==> src/rtl/fu_issue_select.sv <==
// Per-FU oldest-first issue select: each free functional unit takes the oldest ready
// RS entry it can execute (age relative to rob_head) into a registered issue slot.
module fu_issue_select #(
    parameter int NUM_RS   = 4,
    parameter int NUM_FU   = 5,
    parameter int ROB_BITS = 4,
    parameter int XLEN     = 32,
    parameter int OP_W     = 4,
    parameter logic [2:0] BR_NB = 3'b000
) (
    input  logic                       clk,
    input  logic                       reset,
    input  logic                       flush,
    input  logic [ROB_BITS-1:0]        rob_head,
    input  logic [NUM_RS-1:0]          rs_valid,
    input  logic [NUM_RS*NUM_FU-1:0]   rs_fu_mask,
    input  logic [NUM_RS*OP_W-1:0]     rs_op,
    input  logic [NUM_RS*XLEN-1:0]     rs_src1,
    input  logic [NUM_RS*XLEN-1:0]     rs_src2,
    input  logic [NUM_RS*ROB_BITS-1:0] rs_rob,
    input  logic [NUM_RS-1:0]          rs_load,
    input  logic [NUM_RS*3-1:0]        rs_branch,
    output logic [NUM_RS-1:0]          consumed,
    input  logic [NUM_FU-1:0]          fu_ready,
    output logic [NUM_FU-1:0]          iss_valid,
    output logic [NUM_FU*XLEN-1:0]     iss_src1,
    output logic [NUM_FU*XLEN-1:0]     iss_src2,
    output logic [NUM_FU*OP_W-1:0]     iss_op,
    output logic [NUM_FU*ROB_BITS-1:0] iss_rob,
    output logic [NUM_FU-1:0]          iss_load,
    output logic [NUM_FU*3-1:0]        iss_branch
);
    localparam int IDX_W = (NUM_RS > 1) ? $clog2(NUM_RS) : 1;

    // Handshake: slot k transfers to its FU on any cycle with iss_valid[k] && fu_ready[k];
    // the slot is free to capture when it is empty or transferring this cycle.
    logic [NUM_FU-1:0]   fu_free;
    logic [NUM_FU-1:0]   grant_vld;
    logic [IDX_W-1:0]    grant_idx [NUM_FU];
    logic [NUM_RS-1:0]   taken;
    logic [ROB_BITS-1:0] age [NUM_RS];

    assign fu_free  = ~iss_valid | fu_ready;
    assign consumed = taken;

    // Modular distance from the ROB head; smaller means older.
    always_comb begin
        for (int i = 0; i < NUM_RS; i++) begin
            age[i] = rs_rob[i*ROB_BITS +: ROB_BITS] - rob_head;
        end
    end

    always_comb begin : alloc
        logic                found;
        logic [ROB_BITS-1:0] best_age;
        logic [IDX_W-1:0]    best;
        taken     = '0;
        grant_vld = '0;
        found     = 1'b0;
        best_age  = '0;
        best      = '0;
        for (int k = 0; k < NUM_FU; k++) begin
            grant_idx[k] = '0;
            found        = 1'b0;
            best_age     = '0;
            best         = '0;
            // Strict compare keeps the lower RS index on an age tie.
            for (int i = 0; i < NUM_RS; i++) begin
                if (rs_valid[i] && rs_fu_mask[i*NUM_FU + k] && !taken[i] &&
                    (!found || (age[i] < best_age))) begin
                    found    = 1'b1;
                    best_age = age[i];
                    best     = IDX_W'(i);
                end
            end
            if (found && fu_free[k] && !flush && !reset) begin
                grant_vld[k]  = 1'b1;
                grant_idx[k]  = best;
                taken[best]   = 1'b1;
            end
        end
    end

    always_ff @(posedge clk) begin
        if (reset) begin
            iss_valid  <= '0;
            iss_src1   <= '0;
            iss_src2   <= '0;
            iss_op     <= '0;
            iss_rob    <= '0;
            iss_load   <= '0;
            iss_branch <= {NUM_FU{BR_NB}};
        end else begin
            for (int k = 0; k < NUM_FU; k++) begin
                if (flush) begin
                    iss_valid[k] <= 1'b0;
                end else if (grant_vld[k]) begin
                    iss_valid[k]                   <= 1'b1;
                    iss_src1[k*XLEN +: XLEN]       <= rs_src1[grant_idx[k]*XLEN +: XLEN];
                    iss_src2[k*XLEN +: XLEN]       <= rs_src2[grant_idx[k]*XLEN +: XLEN];
                    iss_op[k*OP_W +: OP_W]         <= rs_op[grant_idx[k]*OP_W +: OP_W];
                    iss_rob[k*ROB_BITS +: ROB_BITS] <= rs_rob[grant_idx[k]*ROB_BITS +: ROB_BITS];
                    iss_load[k]                    <= rs_load[grant_idx[k]];
                    iss_branch[k*3 +: 3]           <= rs_branch[grant_idx[k]*3 +: 3];
                end else if (fu_ready[k]) begin
                    iss_valid[k] <= 1'b0;
                end
            end
        end
    end
endmodule

==> config.mk <==
export PLATFORM = sky130hd
export DESIGN_NAME = fu_issue_select
export DESIGN_NICKNAME = d
export VERILOG_FILES = /design/src/rtl/fu_issue_select.sv
export SDC_FILE = /design/constraint.sdc
export NUM_CORES = 2
export LEC_CHECK = 0
export CORE_ASPECT_RATIO = 1.4
export CORE_MARGIN = 4
export CORE_UTILIZATION = 25
export CTS_BUF_LIST = sky130_fd_sc_hd__clkbuf_4 sky130_fd_sc_hd__clkbuf_8
export CTS_CLUSTER_DIAMETER = 30
export DETAILED_ROUTE_END_ITERATION = 8
export PLACE_DENSITY = 0.48
export SLEW_MARGIN = 20
export SYNTH_ARGS = -nofsm -noshare
export SYNTH_HDL_FRONTEND = slang
export SYNTH_SLANG_ARGS = --single-unit
==> constraint.sdc <==
create_clock -name clk -period 44.7 [get_ports clk]
set_clock_uncertainty 0.05 [all_clocks]
set_input_delay 8.94 -clock clk [delete_from_list [all_inputs] [get_ports clk]]
set_output_delay 8.94 -clock clk [all_outputs]
set_load 0.1 [all_outputs]
After elaboration in Yosys (flattened, before gate mapping)

Index checks and enable logic that the tools add are counted.

Word-level logic and storage cells: 331
Input port bits: 340
Register bits: 385
Output and inout bits: 389

Bitwise gates (word level): 7
$mul: 5
$add $sub $neg: 4
Shift operators: 25
Multiplexer cells: 95
Reductions and logical operators: 130
Magnitude comparators: 30

Operator list:

| kind                                                                  | count |
|---|---|
| 128-bit by 8-bit variable part select with 32-bit output              | 10 |
| 16-bit by 5-bit variable part select with 4-bit output                | 10 |
| 4-bit two-way mux                                                     | 20 |
| 1-bit logical AND                                                     | 71 |
| 4-bit < comparator                                                    | 15 |
| 12-bit by 5-bit variable part select with 3-bit output                | 5 |
| 1-bit two-way mux                                                     | 50 |
| 1-bit logical NOT                                                     | 33 |
| 2-bit by 3-bit < comparator with 1-bit output, second input constant  | 10 |
| 2-bit two-way mux                                                     | 15 |
| 2-bit by 2-bit multiplier with 4-bit output, second input constant    | 5 |
| 4-bit OR                                                              | 4 |
| 4-bit subtractor                                                      | 4 |
| 1-bit logical OR                                                      | 15 |
| 1-bit binary-select mux with 2-bit select                             | 5 |
| 1-bit demux with 2-bit select                                         | 5 |
| 2-bit by 1-bit >= comparator with 1-bit output, second input constant | 5 |
| 2-bit AND reduction                                                   | 5 |
| 2-bit nonzero test                                                    | 5 |
| 5-bit NOT                                                             | 1 |
| 5-bit OR                                                              | 1 |
| 2-bit OR reduction                                                    | 1 |
| 1-bit NOT                                                             | 1 |

Logic depth before layout (Yosys ltp)

Depth after elaboration: 103
Mapped depth: 134
Depth with buffers taken out: 127

Least setup slack after synthesis

Ideal clock, no wire load.

Path kind: input to output
From: input rob_head[1]
To: output consumed[0]
Stages: 114
Path buffers: 8
Data required time: 35710 ps
Setup slack: 2696 ps
Data arrival time: 33014 ps
Path through: inv_1 -> ha_1 -> a21o_1 -> a21oi_1 -> xnor2_1 -> nand3_1 -> ha_1 -> a211o_1 -> a211o_1 -> and2_1 -> buf_2 -> mux2_2 -> ha_1 -> nand2_1 -> a21o_1 -> a211oi_4 -> a21o_1 -> mux2_2 -> (+78 left out) -> ha_1 -> a21o_1 -> a21o_1 -> a21oi_1 -> o21a_1 -> mux2i_1 -> ha_1 -> a211oi_1 -> o2111ai_4 -> nand2_2 -> mux2_2 -> ha_1 -> nand3_1 -> o21bai_1 -> a31o_2 -> buf_6 -> buf_6 -> o21ai_1

Word-level cells in the longest chain between the ends: 103
Elaborated cells between the ends (all ways): 193
Those cells by class: add/sub (4); order compare (25); mux (64); bitwise (4); reduce/logical (96)

RTL lines:

| element                                                                                                                                      | RTL line | text |
|---|---|---|
| start: declaration                                                                                                                           | 14       | `input logic [ROB_BITS-1:0] rob_head,` |
| 4-bit subtractor                                                                                                                             | 49       | `age[i] = rs_rob[i*ROB_BITS +: ROB_BITS] - rob_head;` |
| 4-bit two-way mux                                                                                                                            | 69       | `if (rs_valid[i] && rs_fu_mask[i*NUM_FU + k] && !taken[i] &&` |
| 4-bit < comparator                                                                                                                           | 70       | `(!found \|\| (age[i] < best_age))) begin` |
| 1-bit logical OR                                                                                                                             | 70       |  |
| 1-bit logical AND                                                                                                                            | 69       |  |
| 4-bit two-way mux / 1-bit two-way mux (equally long branches)                                                                                | 69       |  |
| 4-bit < comparator / 1-bit logical NOT (equally long branches)                                                                               | 70       |  |
| 1-bit logical OR                                                                                                                             | 70       |  |
| (+87 left out)                                                                                                                               | -        |  |
| 1-bit logical AND                                                                                                                            | 69       |  |
| 2-bit two-way mux                                                                                                                            | 69       |  |
| 2-bit by 3-bit < comparator with 1-bit output (not written as such) / 2-bit by 1-bit >= comparator with 1-bit output (equally long branches) | 79       | `taken[best] = 1'b1;` |
| 1-bit logical AND (not written as such)                                                                                                      | 79       |  |
| 1-bit two-way mux (not written as such)                                                                                                      | 79       |  |
| 1-bit demux with 2-bit select                                                                                                                | 79       |  |
| 4-bit OR (no line)                                                                                                                           | -        |  |
| 4-bit two-way mux (*)                                                                                                                        | 76       | `if (found && fu_free[k] && !flush && !reset) begin` |
| end: declaration                                                                                                                             | 23       | `output logic [NUM_RS-1:0] consumed,` |

Mark *: on every way between the ends. The rest lies on a longest branch, timed or not.

Worst setup path after layout

From: input rob_head[1]
To: output consumed[3]

Same word-level chain as after synthesis.

==> impl_metrics.json <==
{
  "status": "finished, final reports clean",
  "fmax_mhz": 23.3,
  "layout-drive-gt1-share": 0.107,
  "die_area_um2": 116000,
  "hp-class": "flop to flop",
  "p_leak_uw": 0.0155,
  "wirelength_um": 156000,
  "hpwl_um": 105000,
  "post-place-ws_ns": 0.736,
  "routedWlPerCell_um": 26.6,
  "worstPathArrival_ns": 33.98,
  "power.density_nw_per_um2": 48.7,
  "max_cap_violations": 0,
  "worstSetupPathType": "input port to primary output",
  "syn_area_um2": 27600,
  "startpoint_type": "input port",
  "synth_nets": 4072,
  "chipHeight_um": 401,
  "antenna_found_initial": 31,
  "syn_to_final_growth_pct": 41.7,
  "setup_slack_ns": 1.73,
  "nets": 4671,
  "hold_viol": 0,
  "cts_tree": "yes",
  "critPathCaptureType": "primary output",
  "setup_tns_ns": 0,
  "ioPinCount": 729,
  "ir_worst_vdd_mv": 0.0227,
  "grt_max_degree": 157,
  "crit_top_cell": "ha_1",
  "max_stage_delay_ns": 0.51,
  "track_usage": 0.257,
  "antenna_left": 0,
  "gp_congestion": 0.908,
  "drt-vias-per-instance": 5.34,
  "grt_pass1_wl_um": 222000,
  "ys_seq_elements": 385,
  "grt_pass1_vias": 30400,
  "cts_sinks": 385,
  "ys_async_sr_fraction": 0,
  "numCtsBuffers": 113,
  "nFillCells": 11600,
  "yosys_warnings": 0,
  "worst_slew_pin_slew_ns": 1.20,
  "die_w_um": 289,
  "max-clock-path-buffers": 3,
  "yosys.cell_types.count": 92,
  "ys_seq_area_frac": 0.279,
  "cts.htree.levels": 3,
  "period_minus_slack_ns": 42.97,
  "drc": 0,
  "vias": 31200,
  "synth-main-ff-cell": "dfxtp_1",
  "synth.avg_cell_area_um2": 7.52,
  "clkTransAtPathRegs_ns": 0.05,
  "dr.pass1.iters": 5,
  "crit_fanout": 9,
  "crit_required_ns": 35.71,
  "cts_root_buffer": "clkbuf_8",
  "slowest_stage": "or3b_1",
  "initial_core_util": 0.251,
  "overflow": 0,
  "slew_headroom": 0.194,
  "rsz0062_at_grt": "no",
  "port_buffers": 728,
  "clk_latency_ns": 0.77,
  "synth_edf_count": 0,
  "postSynthCellCount": 3671,
  "setup_violations": 0,
  "coreArea_um2": 110000,
  "dr.first_iter.drc_count": 2246,
  "slew_viol_final": 0,
  "fin_crit_sh": 0.961,
  "rows": 144
}
## cell usage after synthesis (4+ instances only)
master | n | area (µm²)
inv_1 | 29 | 109
and3_1 | 7 | 43.8
a311oi_1 | 26 | 228
mux2_1 | 69 | 777
o31ai_1 | 4 | 30.0
nor3_1 | 5 | 25.0
o211ai_1 | 68 | 510
a211oi_1 | 239 | 1790
a2bb2oi_1 | 60 | 526
nor2_1 | 262 | 983
o21a_1 | 9 | 67.6
dfxtp_1 | 385 | 7710
o211ai_2 | 18 | 225
nor2b_1 | 73 | 457
mux2i_1 | 282 | 2820
o21ai_1 | 75 | 375
o2111ai_1 | 5 | 43.8
a211o_1 | 4 | 35.0
o21ai_0 | 25 | 125
and2_1 | 36 | 225
buf_2 | 35 | 175
nand2_1 | 703 | 2640
fa_1 | 4 | 80.1
buf_1 | 34 | 128
nand3_1 | 250 | 1250
clkbuf_1 | 232 | 871
xnor2_1 | 9 | 78.8
a41oi_1 | 4 | 35.0
buf_4 | 7 | 52.6
or3_1 | 7 | 43.8
buf_6 | 12 | 135
ha_1 | 57 | 713
or2_2 | 4 | 25.0
a2bb2oi_2 | 17 | 255
a21boi_0 | 4 | 30.0
o31a_1 | 5 | 43.8
a21o_1 | 25 | 188
nand2b_1 | 20 | 125
mux2_2 | 67 | 754
a21oi_1 | 413 | 2070
a31oi_1 | 12 | 75.1
## sequential cells by signal, indices dropped and copies added, names as in the netlist
register,flops
iss_src2,160
iss_branch,15
iss_load,5
iss_rob,20
iss_valid,5
iss_op,20
iss_src1,160
## path summary, 6_finish.rpt
| path | startpoint | endpoint | slack, ns | cells past startpoint |
|---|---|---|---|---|
| min | iss_src1[102] | iss_src1[102] | 0.40 | 2 |
| min reg2reg | iss_src1[102] | iss_src1[102] | 0.40 | 2 |
| max reg2reg | iss_valid[0] | iss_src1[139] | 23.12 | 99 |
| max | rob_head[1] | consumed[3] | 1.73 | 118 |
## per-stage QoR
step | std cells | area [µm²] | power [µW] | utilization | hold WS, ns
6_report | 5852 | 39100 | 1910 | 0.356 | 0.403
5_1_grt | 5851 | 39100 | 1990 | 0.356 | 0.420
4_1_cts | 5826 | 39000 | 1920 | 0.355 | 0.403
3_5_place_dp | 5613 | 36100 | 1270 | 0.328 | 0.396
3_3_place_gp | 5613 | 36100 | 1260 | 0.328 | 0.392
2_1_floorplan | 3671 | 27600 | 979 | - | 0.837
## report_power, final
part           leakage, µW  internal (µW)  switching [µW]  total, µW
logic               0.0109            236             625        861
clock network      0.00152            419             224        643
registers          0.00314            379            23.8        403
## area by class of cell
cell class | instances | area (µm²) | area share
multi-input combinational | 2935 | 18700 | 0.477
timing repair buffer | 805 | 7850 | 0.200
sequential | 385 | 7710 | 0.197
clock buffer | 146 | 1930 | 0.0493
tap | 1460 | 1830 | 0.0467
clock inverter | 67 | 991 | 0.0253
inverter | 30 | 116 | 0.00297
antenna | 24 | 60.1 | 0.00153
## what timing repair did
item / 4_1_cts / 5_1_grt
buffers inserted: 0 / 2
endpoints found under the setup margin: 0 / 4
gates resized for setup: 0 / 14
hold buffers: 0 / 0
hold endpoints to repair: 0 / 0
## layer usage
| metal | share of wire | GRT usage | vias up |
|---|---|---|---|
| met5 | 0.00051 | 0 | - |
| met4 | 0.040 | 0.122 | 12 |
| met3 | 0.085 | 0.0727 | 261 |
| met2 | 0.48 | 0.429 | 1258 |
| met1 | 0.40 | 0.302 | 15200 |
| li1 | - | - | 14500 |
## placed cells by master, fill, tap and decap left out, types with 8 or more instances in the layout
| cell | Yosys | layout |
|---|---|---|
| diode_2 | 0 | 24 |
| a21oi_1 | 413 | 413 |
| bufinv_16 | 0 | 23 |
| dfxtp_1 | 385 | 385 |
| o21ai_1 | 75 | 73 |
| buf_4 | 7 | 89 |
| mux2i_1 | 282 | 281 |
| nand3_1 | 250 | 249 |
| nand2b_1 | 20 | 17 |
| clkbuf_8 | 0 | 133 |
| a21o_1 | 25 | 22 |
| o21ai_0 | 25 | 25 |
| clkbuf_4 | 1 | 13 |
| clkinv_2 | 0 | 33 |
| and2_1 | 36 | 35 |
| a211oi_1 | 239 | 237 |
| a311oi_1 | 26 | 26 |
| o211ai_1 | 68 | 68 |
| o211ai_2 | 18 | 18 |
| clkdlybuf4s50_1 | 0 | 710 |
| inv_1 | 29 | 28 |
| nor2b_1 | 73 | 73 |
| nor2_1 | 262 | 254 |
| ha_1 | 57 | 57 |
| nand2_1 | 703 | 702 |
| xnor2_1 | 9 | 8 |
| mux2_2 | 67 | 67 |
| mux2_1 | 69 | 69 |
| a2bb2oi_1 | 60 | 60 |
| o21a_1 | 9 | 8 |
| a31oi_1 | 12 | 11 |
| a2bb2oi_2 | 17 | 17 |
## kinds of logic after synthesis
| kind of cell | Yosys count | synth area share |
|---|---|---|
| AO/OA/AOI/OAI | 1056 | 0.259 |
| XOR/XNOR | 12 | 0.00381 |
| adder cells (fa/ha/maj) | 61 | 0.0287 |
| multiplexers | 418 | 0.158 |
| flip-flops | 385 | 0.279 |
| AND/OR/NAND/NOR | 1388 | 0.218 |
| buffers and inverters | 351 | 0.0537 |
## worst max-delay path: cells and delay by family
family	cells	cell delay (ns)
muxes	6	2.10
and+or+nand+nor	33	5.01
adders and majority gates	16	4.59
xor gates and xnor gates	1	0.13
AOI/OAI and AO/OA	54	11.33
buffers and inverters	8	1.75
Note: power is estimated with default switching activity, not from simulation.
